$ cat src/rtl/mult_pkg.sv
// Shared definitions for the iterative shift-add multiplier.
package mult_pkg;

   localparam int unsigned MULT_W     = 32;
   localparam int unsigned MULT_ITERS = 32;
   localparam int unsigned MULT_CNT_W = $clog2(MULT_ITERS);

   typedef enum logic [1:0] {
      IDLE = 2'd0,
      BUSY = 2'd1,
      FIX  = 2'd2,
      DONE = 2'd3
   } mult_state_e;

endpackage

$ cat src/rtl/abs_neg.sv
// Combinational conditional two's-complement negate; with i_neg = sign bit it yields |i_val|.
module abs_neg #(
   parameter int unsigned W = 32
) (
   input  logic [W-1:0] i_val,
   input  logic         i_neg,
   output logic [W-1:0] o_val
);

   assign o_val = i_neg ? (~i_val + W'(1)) : i_val;

endmodule

$ cat src/rtl/mult_seq.sv
// Radix-2 shift-add multiplier: magnitudes multiplied over WIDTH cycles, sign applied in FIX.
module mult_seq
   import mult_pkg::*;
#(
   parameter int unsigned WIDTH = MULT_W
) (
   input  logic             clk,
   input  logic             reset,
   input  logic             start,
   input  logic             sgn,
   input  logic [WIDTH-1:0] srca,
   input  logic [WIDTH-1:0] srcb,
   output logic             busy,
   output logic             prodv,
   output logic [WIDTH-1:0] hi,
   output logic [WIDTH-1:0] lo
);

   localparam int unsigned     CntW    = (WIDTH > 1) ? $clog2(WIDTH) : 1;
   localparam logic [CntW-1:0] LastCnt = CntW'(WIDTH - 1);

   mult_state_e        r_state;
   logic [WIDTH-1:0]   r_mcand;
   logic [WIDTH-1:0]   r_mplier;
   logic [2*WIDTH-1:0] r_acc;
   logic [CntW-1:0]    r_cnt;
   logic               r_neg;
   logic [WIDTH-1:0]   r_hi;
   logic [WIDTH-1:0]   r_lo;

   logic [WIDTH-1:0]   w_abs_a;
   logic [WIDTH-1:0]   w_abs_b;
   logic [2*WIDTH-1:0] w_res;
   logic [WIDTH:0]     w_addend;
   logic [WIDTH:0]     w_sum;
   logic               w_accept;

   abs_neg #(.W(WIDTH)) u_abs_a (
      .i_val (srca),
      .i_neg (sgn & srca[WIDTH-1]),
      .o_val (w_abs_a)
   );

   abs_neg #(.W(WIDTH)) u_abs_b (
      .i_val (srcb),
      .i_neg (sgn & srcb[WIDTH-1]),
      .o_val (w_abs_b)
   );

   abs_neg #(.W(2 * WIDTH)) u_fix (
      .i_val (r_acc),
      .i_neg (r_neg),
      .o_val (w_res)
   );

   // Upper half plus optional multiplicand; the carry becomes the new MSB after the shift.
   assign w_addend = r_mplier[0] ? {1'b0, r_mcand} : '0;
   assign w_sum    = {1'b0, r_acc[2*WIDTH-1:WIDTH]} + w_addend;
   assign w_accept = start && ((r_state == IDLE) || (r_state == DONE));

   always_ff @(posedge clk or negedge reset) begin
      if (!reset) begin
         r_state  <= IDLE;
         r_mcand  <= '0;
         r_mplier <= '0;
         r_acc    <= '0;
         r_cnt    <= '0;
         r_neg    <= 1'b0;
         r_hi     <= '0;
         r_lo     <= '0;
      end else begin
         case (r_state)
            IDLE, DONE: begin
               if (w_accept) begin
                  r_mcand  <= sgn ? w_abs_a : srca;
                  r_mplier <= sgn ? w_abs_b : srcb;
                  r_neg    <= sgn & (srca[WIDTH-1] ^ srcb[WIDTH-1]);
                  r_acc    <= '0;
                  r_cnt    <= '0;
                  r_state  <= BUSY;
               end
            end
            BUSY: begin
               r_acc    <= {w_sum, r_acc[WIDTH-1:1]};
               r_mplier <= r_mplier >> 1;
               r_cnt    <= r_cnt + CntW'(1);
               if (r_cnt == LastCnt) begin
                  r_state <= FIX;
               end
            end
            FIX: begin
               r_hi    <= w_res[2*WIDTH-1:WIDTH];
               r_lo    <= w_res[WIDTH-1:0];
               r_state <= DONE;
            end
            default: r_state <= IDLE;
         endcase
      end
   end

   assign busy  = (r_state == BUSY) || (r_state == FIX);
   assign prodv = (r_state == DONE);
   assign hi    = r_hi;
   assign lo    = r_lo;

endmodule
$ cat config.mk
export PLATFORM = sky130hd
export DESIGN_NAME = mult_seq
export DESIGN_NICKNAME = d
export VERILOG_FILES = /design/src/rtl/mult_pkg.sv /design/src/rtl/abs_neg.sv /design/src/rtl/mult_seq.sv
export SDC_FILE = /design/constraint.sdc
export NUM_CORES = 1
export LEC_CHECK = 0
export ABC_AREA = 1
export CAP_MARGIN = 40
export CORE_ASPECT_RATIO = 0.5
export CORE_UTILIZATION = 64
export CTS_BUF_LIST = sky130_fd_sc_hd__clkbuf_16
export CTS_CLUSTER_DIAMETER = 60
export DETAILED_ROUTE_END_ITERATION = 10
export PLACE_DENSITY_LB_ADDON = 0.05
export SYNTH_ARGS = -nofsm -noshare
export SYNTH_HDL_FRONTEND = slang
export SYNTH_SLANG_ARGS = --single-unit
$ cat constraint.sdc
create_clock -name clk -period 4.4 [get_ports clk]
set_input_delay 0.44 -clock clk [delete_from_list [all_inputs] [get_ports clk]]
set_output_delay 0.44 -clock clk [all_outputs]
set_load 0.01 [all_outputs]
==> metrics.md <==
| Metric | Value |
|---|---|
| Status | `completed` |
| Skew final | `0.0113 ns` |
| CP Class | `flip-flop to flip-flop` |
| Starting Density | `0.659` |
| WL final | `around 42,000 microns` |
| Worst Tran Pin Value | `0.929 ns` |
| H-tree depth | `4` |
| Global route overflow | `0` |
| Iter 0 DRT Violations | `1,597` |
| Vias in the first global route | `14,000` |
| Post-synthesis sequential area ratio | `0.346` |
| Syn_nets | `around 2,400` |
| Switching share of power | `0.500` |
| Post-CTS sizing | `0` |
| Crit-path cells | `nand2_1, inv_1, ha_1, inv_1, fa_1, inv_1, nand3_1, nand3_1, nand2_1, nand2_1, nand2_1, nand3_1, nand2_1, nand3_1, nand2_1` |
| Clk pin slew, worst setup/hold paths | `about 0.080 ns` |
| Root Driver | `clkbuf_16` |
| # setup viols final | `0` |
| Synth top area share | `0.346` |
| Post-CTS Setup Inserts | `0` |
| Design area | `0.0166 sq mm` |
| Max-cap violations | `0` |
| # IOs | `134` |
| Final ANT Viol Nets | `0` |
| Endpoint class of the critical path | `flip-flop` |
| Full die area | `0.0232 sq mm` |
| Most frequent cell on the critical path | `nand2_1` |
| CP max FO | `33` |
| Async set or reset register ratio after synthesis | `1.00` |
| Overall routing resource usage | `0.373` |
| Sw Pwr | `5.30 mW` |
| Clock share of power | `0.148` |
| Dpl cells | `2,670` |
| F_max | `0.351 GHz` |
| CP Depth | `15` |
| Pins Over Slew Limit | `0` |
| Share of layout cells above drive strength 1 | `0.0371` |
| DR pass1 iterations | `6` |
| Worst VDD drop | `0.731 mV` |
| Sum Neg Setup Slack | `0 ns` |
| First-pass GRT wire length | `68,400 microns` |
| Overall Power | `10.6 mW` |
| Power Dens Cells | `638 mW/mm^2` |
| Clk Latency, worst-skew pair | `roughly 0.47 ns` |
| Final cell count without fillers | `~2,700` |
| Library cells used by synthesis | `45` |
| Synth Flop Type | `dfrtp_1` |
| Dpl ws | `1.35 ns` |
| Row count | `38` |
| Post-synth EDFFs | `0` |
| Worst hold slack | `0.403 ns` |
| RSZ-0062 raised after global routing | `no` |
| Nets | `around 2,500` |
| Reg2reg path depth | `15` |
| Clk sinks | `200` |
| Bufs on Longest Clock Path | `2` |
| CP max-delay cell | `dfrtp_1` |
| Critical path's largest stage delay | `0.95 ns` |
| Largest net degree at the start of global routing | `just under 100` |
| Critical path arrival | `3.21 ns` |
| Die height | `108 microns` |
| Final hold vios | `0` |
| Crit share post-route | `0.648` |
| Core Util, Final | `0.758` |
| Synth area leaders | `dfrtp_1, nand2_1, nor2_1` |
| Worst path bufs/invs | `3` |
| Die width | `214 microns` |
| IO Port Bufs | `133` |
| Yosys Warn Count | `0` |
| Core area | `0.0219 sq mm` |
| Post-DR vias/cell | `5.65` |
| Antenna violations before repair | `0` |
| Synth area leader | `dfrtp_1` |
| DP Area | `0.0160 sq mm` |
| Fin crit period | `2.85 ns` |
| DR DRC count | `0` |
| Cell-internal power | `5.30 mW` |
| Most frequent cell after synthesis | `nand2_1` |
| Slew margin rel. | `0.381` |
| DR vias | `15,300` |
| Post-Synthesis Cell Area | `0.0144 sq mm` |
| GPL Wtd Cong | `~1.0` |
| Cells after synthesis | `2,291` |
| Setup ws final | `about 1.5 ns` |
| Startpoint types | `flip-flop` |
| Total CTS buffers | `17` |
| Worst EP required | `4.76 ns` |
| Detailed placer's ending HPWL | `between 30,000 and 40,000 microns` |
| Ant diodes | `0` |
| Most frequent cells after synthesis | `nand2_1, nor2_1, inv_1` |
| Yosys reg bits | `200` |
| Syn avg cell area | `6.31 sq um` |
| Hold Crit Class | `input pin to asynchronous set/reset pin` |
| Flop pwr share | `0.289` |
| WL/cell | `15.6 microns` |
| Leakage | `8.89 nW` |
| Comb power frac | `0.563` |
| Area growth syn-to-layout | `14.9%` |
| CTS tree | `built` |
| Delay-heaviest family, CP | `flip-flops` |
## logic make-up (layout without fill, tap and decap cells)
logic type      Yosys count  after routing  synth area share
fa+ha+maj                42             42            0.0369
xor+xnor                 40             40            0.0242
compound gates          275            275             0.105
simple gates           1382           1382             0.394
flops                   200            200             0.346
buf+inv                 352            463            0.0935
## area by class of cell
| cell class | count | area (sq um) |
|---|---|---|
| Multi-Input combinational cell | 1739 | 8090 |
| Fill cell | 1811 | 5310 |
| Sequential cell | 200 | 5010 |
| Timing Repair Buffer | 147 | 1490 |
| Inverter | 285 | 1070 |
| Clock buffer | 17 | 425 |
| Tap cell | 300 | 375 |
| Clock inverter | 14 | 144 |
## sequential cells by signal, summed over array words and instances, names as in the netlist
register  cells
lo           32
r_acc        64
r_mplier     32
r_cnt         5
hi           32
r_state       2
r_neg         1
r_mcand      32
## power groups by stage
stage | combinational [mW] | clock [mW] | sequential, mW
2_1_floorplan | 4.10 | 0 | 2.93
3_3_place_gp | 5.63 | 0 | 3.04
3_5_place_dp | 5.80 | 0 | 3.06
4_1_cts | 5.85 | 1.57 | 3.03
5_1_grt | 6.68 | 1.65 | 3.13
6_report | 5.97 | 1.57 | 3.06
## placed cells by master (no fill, tap or decap), types with 37 or more instances in the layout
cell type and n:
o21ai_0 127, nand3_1 157, clkdlybuf4s50_1 132, nand2_1 836
nor2_1 287, dfrtp_1 199, ha_1 40, inv_1 278
a21oi_1 69, o22ai_1 37
## worst paths after layout
check | startpoint | endpoint | slack [ns]
worst max-delay path | r_mplier[0] | r_acc[55] | 1.55
worst min-delay path | reset | lo[11] | 0.40
worst max register to register | r_mplier[0] | r_acc[55] | 1.55
worst min register to register | r_mplier[21] | r_mplier[21] | 0.48
max in group asynchronous | reset | r_acc[50] | 2.73
min in group clk | r_mplier[21] | r_mplier[21] | 0.48
## layer usage
layer / vias to the layer above / global-route usage / wire (microns) / share of wire
li1: 7449 / - / - / -
met1: 6959 / 0.485 / 17900 / 0.43
met2: 750 / 0.617 / 19200 / 0.45
met3: 106 / 0.0779 / 3810 / 0.090
met4: 0 / 0.146 / 1210 / 0.029
met5: - / 0 / 0 / 0
## what timing repair did
item / in CTS / in global routing
endpoints found under the hold margin: 23 / 0
endpoints found under the setup margin: 0 / 0
hold buffers: 1 / 0
Power figures use the tool's default switching activity.
